`src/rtl/clk_gate_ctrl.sv`:
```
// Shared gated-clock domain controller: arbitrates NUM_REQ level requesters,
// sequences clk_en_o through OFF/WAKE/ON/IDLE with idle hysteresis, and counts enabled cycles.
module clk_gate_ctrl #(
    parameter int NUM_REQ  = 4,
    parameter int WAKE_LAT = 2,
    parameter int CNT_W    = 8
) (
    input  logic               clk,
    input  logic               rst,
    input  logic [NUM_REQ-1:0] req_i,
    output logic [NUM_REQ-1:0] ack_o,
    input  logic               force_on_i,
    input  logic [CNT_W-1:0]   hyst_cfg_i,
    output logic               clk_en_o,
    output logic [1:0]         state_o,
    output logic [31:0]        on_cycles_o
);
    localparam int WW = (WAKE_LAT > 1) ? $clog2(WAKE_LAT) : 1;

    typedef enum logic [1:0] {
        S_OFF  = 2'd0,
        S_WAKE = 2'd1,
        S_ON   = 2'd2,
        S_IDLE = 2'd3
    } state_t;

    state_t             state_q, state_d;
    logic [WW-1:0]      wake_q, wake_d;
    logic [CNT_W-1:0]   hyst_q, hyst_d;
    logic [NUM_REQ-1:0] ack_q, ack_d;
    logic               clk_en_q, clk_en_d;
    logic [31:0]        on_cycles_q, on_cycles_d;
    logic               any_act;

    assign any_act = (|req_i) | force_on_i;

    always_comb begin
        state_d = state_q;
        wake_d  = wake_q;
        hyst_d  = hyst_q;
        case (state_q)
            S_OFF: begin
                if (any_act) begin
                    state_d = S_WAKE;
                    wake_d  = WW'(WAKE_LAT - 1);
                end
            end
            S_WAKE: begin
                // Wake always runs to completion, even if every request has gone.
                if (wake_q == '0) state_d = S_ON;
                else              wake_d  = wake_q - 1'b1;
            end
            S_ON: begin
                if (!any_act) begin
                    state_d = S_IDLE;
                    hyst_d  = hyst_cfg_i;
                end
            end
            S_IDLE: begin
                if (any_act)              state_d = S_ON;
                else if (hyst_q == '0)    state_d = S_OFF;
                else                      hyst_d  = hyst_q - 1'b1;
            end
            default: state_d = S_OFF;
        endcase

        // Enable derives from the next state, so it only moves on OFF<->non-OFF edges.
        clk_en_d    = (state_d != S_OFF);
        ack_d       = (state_d == S_ON) ? req_i : '0;
        on_cycles_d = (clk_en_q && !(&on_cycles_q)) ? on_cycles_q + 32'd1 : on_cycles_q;
    end

    always_ff @(posedge clk) begin
        if (rst) begin
            state_q     <= S_OFF;
            wake_q      <= '0;
            hyst_q      <= '0;
            ack_q       <= '0;
            clk_en_q    <= 1'b0;
            on_cycles_q <= '0;
        end else begin
            state_q     <= state_d;
            wake_q      <= wake_d;
            hyst_q      <= hyst_d;
            ack_q       <= ack_d;
            clk_en_q    <= clk_en_d;
            on_cycles_q <= on_cycles_d;
        end
    end

    assign ack_o       = ack_q;
    assign clk_en_o    = clk_en_q;
    assign state_o     = state_q;
    assign on_cycles_o = on_cycles_q;
endmodule

```
`config.mk`:
```
export PLATFORM = sky130hd
export DESIGN_NAME = clk_gate_ctrl
export DESIGN_NICKNAME = d
export VERILOG_FILES = /design/src/rtl/clk_gate_ctrl.sv
export SDC_FILE = /design/constraint.sdc
export NUM_CORES = 1
export LEC_CHECK = 0
export CAP_MARGIN = 20
export CORE_UTILIZATION = 34
export DETAILED_ROUTE_END_ITERATION = 6
export GPL_ROUTABILITY_DRIVEN = 0
export PLACE_DENSITY = 0.62
export SLEW_MARGIN = 20
export SYNTH_ARGS = -nofsm -noshare
export SYNTH_HDL_FRONTEND = slang
export SYNTH_SLANG_ARGS = --single-unit
```
`constraint.sdc`:
```
create_clock -name clk -period 2.35 [get_ports clk]
set_input_delay 0.5875 -clock clk [delete_from_list [all_inputs] [get_ports clk]]
set_output_delay 0.5875 -clock clk [all_outputs]
set_load 0.01 [all_outputs]
```
## Word level (Yosys, flattened, before mapping)

Cells that the tools add are included.

- Memories kept: 0
- Memory bits (writable): 0
- Output and inout port bits: 39
- ROM bits: 0
- Register bits after elaboration: 48
- Latch bits: 0
- Word-level logic and storage cells: 44
- Bits of input ports: 15

- Shift-type cells: 0
- Bitwise logic cells: 2
- Order comparisons: 0
- Reduce and logical (&&, ||, !) cells: 12
- Eq/ne operators: 8
- $mul: 0
- Divide/modulo/power cells: 0
- Add/sub/neg operators: 3
- Multiplexer cells: 13

Operator list:

| kind | number |
|---|---|
| 32-bit by 1-bit adder with 32-bit output, second input constant | 1 |
| 32-bit AND reduction | 1 |
| 8-bit two-way mux | 3 |
| 8-bit one-hot mux with 2 select lines | 1 |
| 2-bit two-way mux | 5 |
| 8-bit zero test | 1 |
| 2-bit != test, second input constant | 4 |
| 2-bit one-hot mux with 4 select lines | 1 |
| 8-bit by 1-bit subtractor with 8-bit output, second input constant | 1 |
| 2-bit == test, second input constant | 3 |
| 2-bit nonzero test | 3 |
| 4-bit AND reduction | 1 |
| 4-bit OR reduction | 1 |
| 2-bit by 1-bit == test with 1-bit output, second input constant | 1 |
| 2-bit zero test | 1 |
| 1-bit two-way mux | 2 |
| 1-bit one-hot mux with 2 select lines | 1 |
| 2-bit AND reduction | 1 |
| 2-bit OR reduction | 1 |
| 1-bit logical AND | 1 |
| 1-bit zero test | 1 |
| 1-bit NOT | 1 |
| 1-bit OR | 1 |
| 1-bit subtractor, second input constant | 1 |

## Logic depth before layout (Yosys ltp)

- Depth in word-level cells: 7
- Depth in mapped cells: 8
- Gate-level depth less buffers: 7

## Least setup slack after synthesis

Ideal clock, no wire load.

- Path type: reg2reg
- Start: reg on_cycles_q[8], in the netlist on_cycles_o[8]
- End: reg on_cycles_q[29], in the netlist on_cycles_o[29]
- Buffers on the path: 1
- Required time: 2.280 ns
- Slack: -0.025 ns
- Stages on the path, launching flop included: 7
- Period minus slack after synthesis: 2.375 ns
- Arrival time: 2.305 ns
- Setup time: 0.070 ns
- Cell sequence: dfxtp_1 nand4_2 or4_4 or4_1 buf_2 or4_1 a21oi_1

- Cells in the longest elaborated chain, start to end: 3
- Elaborated cells between the ends (all ways): 4
- Classes of those cells: add/sub (1); reduce/logical (3)

Ends and longest elaborated chain:

| what | RTL line | RTL |
|---|---|---|
| from (decl) | 32 | `logic [31:0] on_cycles_q, on_cycles_d;` |
| from (signal assigned) | 87 | `on_cycles_q <= on_cycles_d;` |
| branches (longest 3 deep; another with 32-bit by 1-bit adder with 32-bit output) | n/a |  |

Several ways; the timed one is not identified.
A chain may end at the register's enable or synchronous reset.

## Worst setup path in the final report

- Start: reg on_cycles_q[10], in the netlist on_cycles_o[10]
- End: reg on_cycles_q[29], in the netlist on_cycles_o[29]

The elaborated chain is that of the path after synthesis.

==> flow_metrics.py <==
metrics = {
    "run_status": {
        "run_status": "completed",
    },
    "global_route": {
        "grt_first_pass_wirelength_mm": 10.5,
        "grt_max_degree": 20,
        "antenna_found_initial": 0,
        "grt_overflow_total": 0,
        "grt_pass1_vias": 2303,
        "grt_use_total_pct": 17.4,
    },
    "worst_setup_path": {
        "worst_path_most_repeated_cell": "or4_4",
        "rrSetupSlack_ns": 0.1,
        "r2r-start": "on_cycles_o[10]",
        "crit_slowest_cell": "or4_4",
        "path_cells": "nand4_2 > or4_4 > or4_4 > or4_1 > a21oi_1",
        "worstPathArrival_ns": 2.48,
        "rr_worst_depth": 5,
        "crit_type": "register to register",
        "startpoint_type": "register",
        "crit_fanout": 7,
        "required_ns": 2.58,
        "critPathLaunch": "on_cycles_o[10]",
        "slowest_delay_ns": 0.57,
        "endpoint_kind": "register",
    },
    "clock_tree": {
        "cts_tree": "yes",
        "path_clk_slew_ns": 0.08,
        "clockBufferDepth": 2,
        "clock_latency_ns": 0.29,
        "htree_levels": 2,
        "hold_buffers": 0,
        "root_buffer": "clkbuf_8",
        "cts_sinks": 48,
        "cts_inserted_buffers": 5,
        "postCtsSetupRepairBufs": 0,
    },
    "sta": {
        "tns_ns": 0,
        "fmax_mhz": 444,
        "maxSlewViolCount": 0,
        "worstMarginPinSlew_ns": 0.681,
        "min_period_ns": 2.25,
        "min_period_over_period_pct": 95.9,
        "setup_violations": 0,
        "worst_hold_slack_ns": 0.479,
        "rsz0062_at_grt": "no",
        "clock_skew_ns": 0.00727,
        "slew_headroom_pct": 54.2,
        "hold_viol": 0,
    },
    "detailed_routing": {
        "drt_iter0_drc": 100,
        "route.met3.wl_um": 227,
        "route.detailed.drc": 0,
        "wl_met2_mm": 2.98,
        "wl_met1_mm": 2.94,
        "first_pass_iters": 4,
        "wire_per_inst_um": 13.2,
        "vias_per_cell": 5.26,
        "topRoutingLayerUsed": "met4",
        "wirelength_mm": 6.21,
        "num_vias": 2479,
        "ant_nets": 0,
    },
    "placed_design": {
        "portBuffers": 53,
        "place_hpwl_mm": 4.73,
    },
    "synthesis": {
        "syn_area_um2": 2420,
        "netlist.area_leader.share_pct": 39.7,
        "synth-seq-cells": 48,
        "synthArstFlopShare_pct": 0,
        "synth_area_leader_cell": "dfxtp_1",
        "avgSynthCellArea_um2": 8.24,
        "syn-num-nets": 312,
        "synth_sequential_area_ratio_pct": 39.7,
        "yosysWarningCount": 0,
        "synthTopCellsByCount": "dfxtp_1 (48), nor2_1 (31), a21oi_1 (24)",
        "synth_ff_type": "dfxtp_1",
        "netlist_top_cells_area": "dfxtp_1 (40%), a21oi_1 (5.0%), nor2_1 (4.8%), xor2_1 (4.7%), or4_1 (4.6%)",
        "synth_most_common_cell": "dfxtp_1",
        "synth.distinct_cells": 43,
        "netlist_instances": 294,
        "synth_edf_count": 0,
    },
    "floorplan": {
        "design.core.area_um2": 6830,
        "dieWidth_um": 86.4,
        "start_util_pct": 35.5,
        "rows": 30,
        "io_pins": 54,
        "dieHeight_um": 86.4,
        "die-area_um2": 7470,
    },
    "finish": {
        "multi_input_area_um2": 1380,
        "nets": 395,
        "antennaDiodeCount": 0,
        "regArea_um2": 966,
        "synthToLayoutAreaGrowth_pct": 38.6,
        "drive_above_1_share_pct": 15.7,
        "fin_util_pct": 49.2,
        "n_fill_cell": 691,
    },
    "worst_hold_path": {
        "hold-path-cell-count": 2,
        "min_path_type": "register to register",
        "min-delay-start": "wake_q",
    },
    "power": {
        "powerDensity_nw_per_um2": 459,
        "p_total_mw": 1.54,
        "p_leak_nw": 1.15,
        "ir_drop_uv": 311,
    },
    "job": {
        "maxCapViolations": 0,
    },
}
[final cells by class]
cell class	instances	share of cell area [%]
Tap cell	96	3.58
Multi-Input combinational cell	228	41.2
Clock buffer	5	2.05
Inverter	5	0.559
Sequential cell	48	28.8
Timing Repair Buffer	89	23.8
[state kept, by name (all words and copies together) (netlist names)]
| signal | flops |
|---|---|
| hyst_q | 8 |
| state_o | 2 |
| ack_o | 4 |
| wake_q | 1 |
| clk_en_o | 1 |
| on_cycles_o | 32 |
[final timing paths]
kind | end
hold / removal | wake_q
hold reg to reg | wake_q
setup / recovery | on_cycles_o[29]
setup reg to reg | on_cycles_o[29]
[worst max-delay path, delay by kind of cell (launching register included)]
family | cells | cell delay (ns)
AND/OR/NAND/NOR | 4 | 1.68
flip-flops | 1 | 0.36
AO/OA/AOI/OAI | 1 | 0.14
[layout by cell type (no fill, tap or decap), drive strengths merged, types with 14 or more instances in the layout]
master / instances
o21ai: 15
nand3: 14
clkdlybuf4s50: 53
buf: 36
nand4: 15
nor2: 31
nand2: 22
a21oi: 24
dfxtp: 48
or4: 18
[power by group]
group | internal, mW | switching [mW] | leakage, nW
Sequential | 0.838 | 0.0212 | 0.391
Clock | 0.192 | 0.251 | 0.0359
Combinational | 0.122 | 0.116 | 0.725
Total | 1.15 | 0.389 | 1.15
[per-layer routing]
layer	vias to the layer above	track usage, %
li1	1258	-
met1	1171	21.5
met2	45	30.4
met3	5	3.33
met4	0	5.45
met5	-	0
[timing repair]
| action | in CTS | in global routing |
|---|---|---|
| resized for setup | 0 | 2 |
| hold endpoints to repair | 0 | 0 |
| endpoints found under the setup margin | 0 | 12 |
[through the flow]
step           cell area, µm²  cells  setup WS (ns)
6_report                 3360    471         0.0965
3_3_place_gp             3280    466         -0.191
3_5_place_dp             3280    466         -0.228
5_1_grt                  3360    471         0.0136
2_1_floorplan            2430    294         0.0208
4_1_cts                  3350    471       0.000761
[logic make-up after synthesis]
| family | synth area share, % |
|---|---|
| buffers and inverters | 3.46 |
| muxes | 0.878 |
| DFF | 39.7 |
| adders and majority gates | 1.55 |
| AOI/OAI and AO/OA | 17.7 |
| xor gates and xnor gates | 5.06 |
| and+or+nand+nor | 31.7 |
No activity file was read; power rests on OpenSTA's default activity.
